$ cat config.mk
export PLATFORM = sky130hd
export DESIGN_NAME = ads127l01_fsync_tx
export DESIGN_NICKNAME = d
export VERILOG_FILES = /design/src/rtl/ads127l01_pkg.sv /design/src/rtl/ads127l01_sck_gen.sv /design/src/rtl/ads127l01_fsync_tx.sv
export SDC_FILE = /design/constraint.sdc
export NUM_CORES = 1
export LEC_CHECK = 0
export BUFFER_PORTS_ARGS = -buffer_cell sky130_fd_sc_hd__buf_2
export CORE_MARGIN = 3
export CORE_UTILIZATION = 25
export CTS_BUF_LIST = sky130_fd_sc_hd__clkbuf_8
export DETAILED_ROUTE_END_ITERATION = 7
export PLACE_DENSITY = 0.51
export SLEW_MARGIN = 25
export SYNTH_ARGS = -nofsm -noshare
export SYNTH_HDL_FRONTEND = slang
export SYNTH_SLANG_ARGS = --single-unit
$ cat constraint.sdc
create_clock -name clk -period 2.87 [get_ports clk]
set_input_delay 0.4305 -clock clk [delete_from_list [all_inputs] [get_ports clk]]
set_output_delay 0.4305 -clock clk [all_outputs]
set_load 0.05 [all_outputs]
$ cat src/rtl/ads127l01_pkg.sv
// Shared types and constants for the ADS127L01 frame-sync transmitter.
package ads127l01_pkg;

  // Transmitter states: IDLE keeps the serial pins quiet, RUN streams frames.
  typedef enum logic {
    IDLE = 1'b0,
    RUN  = 1'b1
  } state_t;

  // Optional status byte appended after the sample bits.
  localparam int STATUS_BITS = 8;

  // The status byte carries {underrun, frame_cnt}, so the counter fills the rest.
  localparam int FRAME_CNT_W = STATUS_BITS - 1;

endpackage

$ cat src/rtl/ads127l01_sck_gen.sv
// Serial clock generator: divides clk into sck and flags each sck falling edge.
// sck stays low for the first SCK_DIV clk after run rises, then toggles every
// SCK_DIV clk. fall is high for the single clk whose edge takes sck 1->0.
module ads127l01_sck_gen #(
  parameter int SCK_DIV = 2
) (
  input  logic clk,
  input  logic rst,
  input  logic run,
  output logic sck,
  output logic fall
);

  localparam int DIVW = (SCK_DIV > 1) ? $clog2(SCK_DIV) : 1;
  localparam logic [DIVW-1:0] DIV_LAST = DIVW'(SCK_DIV - 1);

  logic            active;
  logic [DIVW-1:0] div;
  logic            tick;

  // The divider only counts once run has been seen for a full clk, which keeps
  // the first half-period the same length as every other one.
  assign tick = run & active & (div == DIV_LAST);
  assign fall = tick & sck;

  // Remember whether the previous clk was already running.
  always_ff @(posedge clk or posedge rst) begin
    if (rst) active <= 1'b0;
    else     active <= run;
  end

  // Half-period divider and sck toggle; both clear as soon as run drops.
  always_ff @(posedge clk or posedge rst) begin
    if (rst) begin
      div <= '0;
      sck <= 1'b0;
    end else if (!run) begin
      div <= '0;
      sck <= 1'b0;
    end else if (active) begin
      if (div == DIV_LAST) begin
        div <= '0;
        sck <= ~sck;
      end else begin
        div <= div + DIVW'(1);
      end
    end
  end

endmodule

$ cat src/rtl/ads127l01_fsync_tx.sv
// ADS127L01-style frame-sync serial transmitter.
// Each frame is FRAME_BITS sck periods: fsync marks bit 0, dout carries the
// sample MSB-first followed by zeros. Define ADS127L01_TX_STATUS_EN to append
// a status byte {underrun, frame_cnt[6:0]} right after the sample bits.
//
// Sample stream handshake: a word moves when s_axis_tvalid and s_axis_tready
// are both high at a clk edge; the source holds tvalid/tdata until then, and
// tready (en & ~buf_valid) never depends on tvalid.
module ads127l01_fsync_tx
  import ads127l01_pkg::*;
#(
  parameter int DW         = 24,
  parameter int FRAME_BITS = 32,
  parameter int SCK_DIV    = 2
) (
  input  logic          clk,
  input  logic          rst,
  input  logic          en,
  input  logic          start,
  input  logic          reset_n,
  input  logic          s_axis_tvalid,
  output logic          s_axis_tready,
  input  logic [DW-1:0] s_axis_tdata,
  output logic          sck,
  output logic          fsync,
  output logic          dout,
  output logic          underrun,
  output state_t        state_dbg
);

  localparam int BCW = 8;
  localparam logic [BCW-1:0] LAST_BIT = BCW'(FRAME_BITS - 1);

  if (FRAME_BITS < DW || FRAME_BITS > 255) begin : g_bad_frame_bits
    $error("FRAME_BITS must lie in DW..255");
  end
  if (SCK_DIV < 1) begin : g_bad_sck_div
    $error("SCK_DIV must be at least 1");
  end
`ifdef ADS127L01_TX_STATUS_EN
  if (FRAME_BITS < DW + STATUS_BITS) begin : g_bad_status_room
    $error("FRAME_BITS too small to hold the sample plus the status byte");
  end
`endif

  state_t                state, state_nxt;
  logic                  run;
  logic                  fall;
  logic                  frame_load;
  logic [BCW-1:0]        bit_cnt;
  logic [FRAME_BITS-1:0] shreg;
  logic [FRAME_BITS-1:0] load_word;
  logic                  buf_valid;
  logic [DW-1:0]         buf_data;
  logic                  xfer;

  assign run           = en & start & reset_n;
  assign s_axis_tready = en & ~buf_valid;
  assign xfer          = s_axis_tvalid & s_axis_tready;
  assign state_dbg     = state;

  // Outputs are decoded from registers only, so an async rst clears them at once.
  assign fsync = (state == RUN) && (bit_cnt == '0);
  assign dout  = (state == RUN) && shreg[FRAME_BITS-1];

  ads127l01_sck_gen #(
    .SCK_DIV(SCK_DIV)
  ) u_sck_gen (
    .clk (clk),
    .rst (rst),
    .run (run),
    .sck (sck),
    .fall(fall)
  );

  // State register.
  always_ff @(posedge clk or posedge rst) begin
    if (rst) state <= IDLE;
    else     state <= state_nxt;
  end

  // Next state and bit-0 boundary detection (entry into RUN or frame wrap).
  always_comb begin
    state_nxt  = state;
    frame_load = 1'b0;
    case (state)
      IDLE: begin
        if (run) begin
          state_nxt  = RUN;
          frame_load = 1'b1;
        end
      end
      RUN: begin
        if (!run) state_nxt = IDLE;
        else if (fall && bit_cnt == LAST_BIT) frame_load = 1'b1;
      end
    endcase
  end

`ifdef ADS127L01_TX_STATUS_EN
  logic [FRAME_CNT_W-1:0] frame_cnt;
  logic [FRAME_CNT_W-1:0] frame_cnt_cur;

  // A frame started on RUN entry is always frame 0, whatever was left over.
  assign frame_cnt_cur = (state == IDLE) ? '0 : frame_cnt;

  // Count frames started since RUN entry, wrapping at 7 bits.
  always_ff @(posedge clk or posedge rst) begin
    if (rst)                frame_cnt <= '0;
    else if (frame_load)    frame_cnt <= frame_cnt_cur + FRAME_CNT_W'(1);
    else if (state == IDLE) frame_cnt <= '0;
  end
`endif

  // Frame word: buffered sample (or zeros on underrun), then optional status.
  always_comb begin
    load_word = '0;
    if (buf_valid) load_word[FRAME_BITS-1 -: DW] = buf_data;
`ifdef ADS127L01_TX_STATUS_EN
    load_word[FRAME_BITS-1-DW -: STATUS_BITS] = {underrun, frame_cnt_cur};
`endif
  end

  // Bit counter advances on every sck fall and restarts whenever RUN is left.
  always_ff @(posedge clk or posedge rst) begin
    if (rst)                         bit_cnt <= '0;
    else if (state != RUN || !run)   bit_cnt <= '0;
    else if (fall)                   bit_cnt <= (bit_cnt == LAST_BIT) ? '0 : bit_cnt + BCW'(1);
  end

  // Shift register: loads at each bit-0 boundary, shifts on each sck fall.
  always_ff @(posedge clk or posedge rst) begin
    if (rst)             shreg <= '0;
    else if (frame_load) shreg <= load_word;
    else if (fall)       shreg <= {shreg[FRAME_BITS-2:0], 1'b0};
  end

  // One-entry sample buffer; a word arriving on a load clk lands after the load.
  always_ff @(posedge clk or posedge rst) begin
    if (rst) begin
      buf_valid <= 1'b0;
      buf_data  <= '0;
    end else begin
      if (frame_load) buf_valid <= 1'b0;
      if (xfer) begin
        buf_valid <= 1'b1;
        buf_data  <= s_axis_tdata;
      end
      if (!reset_n) buf_valid <= 1'b0;
    end
  end

  // Sticky underrun: set when a frame starts empty, cleared only by en low.
  always_ff @(posedge clk or posedge rst) begin
    if (rst)                          underrun <= 1'b0;
    else if (!en)                     underrun <= 1'b0;
    else if (frame_load && !buf_valid) underrun <= 1'b1;
  end

endmodule

==> flow_metrics.env <==
export IMPL_slew_headroom_pct=53.0
export IMPL_rows=37
export IMPL_drt_iter0_drc=129
export IMPL_drive_above_1_share_pct=30.4
export IMPL_crit_chain="inv_1 -> nor4b_1 -> nand2_1 -> nor2_1 -> buf_2"
export IMPL_final_hold_viol_count=0
export IMPL_r2r_end="shreg[28]"
export IMPL_cp_arrival_ps=1780
export IMPL_post_cts_setup_buffer_count=0
export IMPL_die_x_um=110
export IMPL_slew_viol_final=0
export IMPL_worstMarginPinSlew_ps=705
export IMPL_max_freq_ghz=0.453
export IMPL_synth_top_area_share_pct=56.8
export IMPL_status="finished clean"
export IMPL_final_util_pct=30.9
export IMPL_h_tree_depth=3
export IMPL_ys_ff_latch=61
export IMPL_grt_pass1_wl_um=9720
export IMPL_die_area_um2=12000
export IMPL_max_cap_violations=0
export IMPL_yosys_area_top_type="dfrtp_1"
export IMPL_r2r_cells=6
export IMPL_cts_tree="built"
export IMPL_rrSetupSlack_ps=880
export IMPL_mostFrequentLayoutCells="dfrtp_1, nand2_1, buf_2"
export IMPL_final_common_cell="dfrtp_1"
export IMPL_drcViolationCount=0
export IMPL_clk_insertion_delay_late_ps=340
export IMPL_crit_fanout=7
export IMPL_vias=1864
export IMPL_finClkSkew_ps=4.70
export IMPL_start_util_pct=25.9
export IMPL_die_h_um=110
export IMPL_path_clk_slew_ps=70
export IMPL_layout_nets=307
export IMPL_io_pins=36
export IMPL_cts_buffers=9
export IMPL_yosysUniqueCellTypes=37
export IMPL_setup_viol=0
export IMPL_num_antenna_cells=0
export IMPL_finalWirelength_um=5630
export IMPL_vias_per_cell=4.48
export IMPL_coreArea_um2=10400
export IMPL_hold_slack_ps=106
export IMPL_endpoint_kind="output port"
export IMPL_root_buffer="clkbuf_8"
export IMPL_cpMaxStageDelayCell="dfrtp_1"
export IMPL_drtPass1Iterations=6
export IMPL_wl_per_cell_um=13.5
export IMPL_min_period_ps=2210
export IMPL_cp_start_kind="register"
export IMPL_worstReg2RegStart="bit_cnt[1]"
export IMPL_fin_crit_sh_pct=77.0
export IMPL_grt_use_total_pct=10.7
export IMPL_syn_area_um2=2690
export IMPL_synth_area_per_cell_um2=11.3
export IMPL_grt_max_degree=28
export IMPL_overflow=0
export IMPL_syn2layout_area_growth_pct=19.4
export IMPL_cts_resized=0
export IMPL_hold_buffers=0
export IMPL_antenna_found_initial=0
export IMPL_cts_sinks=61
export IMPL_finalPower_mw=2.06
export IMPL_ant_nets=0
export IMPL_tns_ps=0
export IMPL_syn_num_nets=269
export IMPL_hpwl_um=3800
export IMPL_grt_pass1_vias=1899
export IMPL_portBuffers=35
export IMPL_rsz0062_at_grt="false"
export IMPL_clk_path_buf_depth=2
export IMPL_hp_class="input port to asynchronous set/reset pin"
export IMPL_routabilityCongestion=0.739
export IMPL_postSynthCellCount=237
export IMPL_yosys_warnings=0
export IMPL_required_ps=2440
export IMPL_criticalPathCategory="register to output port"
export IMPL_slowest_delay_ps=510
export IMPL_p_per_area_nw_per_um2=642
export IMPL_synth_area_leaders="dfrtp_1, mux2_2, a22oi_1"
export IMPL_peakVddDrop_v=0.000197
export IMPL_p_leak_nw=1.35
export IMPL_ys_seq_area_share_pct=56.8
[area by class of cell]
type,instances,area [um2]
fillers,1112,7160
inverters,6,22.5
clock inverters,6,86.3
repair buffers,39,205
well taps,136,170
multi-input cells,158,1060
flip-flops and latches,61,1530
clock buffers,10,138
[registers in the layout (all words and copies together) (netlist names)]
name,flops
bit_cnt,8
buf_data,24
buf_valid,1
shreg,24
state_dbg,1
u_sck_gen.div,1
u_sck_gen.sck,1
underrun,1
[routing by layer]
layer | global-route usage (%) | wire length [um]
met1 | 15.0 | 2770
met2 | 14.6 | 2480
met3 | 3.82 | 301
met4 | 4.72 | 83
met5 | 0 | 0
[worst max-delay path: cells and delay by family, from the launching register on]
kind / cells / cell delay [ps]
AND/OR/NAND/NOR: 3 / 540
flip-flops: 1 / 510
buffers and inverters: 2 / 400
[report_power, final]
part	switching [mW]	internal [mW]	leakage (nW)	total (mW)
registers	0.0522	0.957	0.790	1.01
logic	0.0984	0.0993	0.453	0.198
clock network	0.343	0.510	0.112	0.853
[cells by family after synthesis]
kind of cell / after synthesis / share of synthesized area [%]
buffers and inverters: 18 / 3.73
flip-flops: 61 / 56.8
AND/OR/NAND/NOR: 65 / 11.8
XOR/XNOR: 5 / 1.63
multiplexers: 26 / 10.8
adder cells (fa/ha/maj): 2 / 0.932
AO/OA/AOI/OAI: 60 / 14.3
[per-stage QoR]
| stage | cell area, um2 | cells | setup WS (ps) |
|---|---|---|---|
| after floorplan | 2690 | 237 | 536 |
| after global placement | 2980 | 400 | 950 |
| after detailed placement | 2980 | 400 | 875 |
| after CTS | 3210 | 416 | 643 |
| after global routing | 3210 | 416 | 459 |
| final | 3210 | 416 | 661 |
[worst max path at each step]
| stage | start | endpoint | slack, ps | cells after the start |
|---|---|---|---|---|
| final | state_dbg | fsync | 660 | 5 |
| after global routing | state_dbg | fsync | 460 | 5 |
| after CTS | state_dbg | fsync | 640 | 5 |
| after detailed placement | bit_cnt[0] | shreg[28] | 870 | 6 |
| after global placement | bit_cnt[0] | shreg[30] | 950 | 6 |
| after floorplan | state_dbg | fsync | 540 | 4 |
[cells in the mapped netlist, drive strengths merged]
master,instances
a211oi,1
buf,9
xor2,4
ha,2
nand3,4
mux2i,2
a21o,1
a22oi,22
nor4b,1
a21boi,1
o22ai,1
dfrtp,61
nand2b,1
o21ai,26
xnor2,1
nor2b,1
nor3,2
nand4,2
inv,6
a21oi,4
and2,3
a31oi,3
mux2,24
nor2,8
nand2,39
nor4,1
o31ai,1
or3,2
and4,1
clkbuf,3
(Power assumes the default switching activity.)
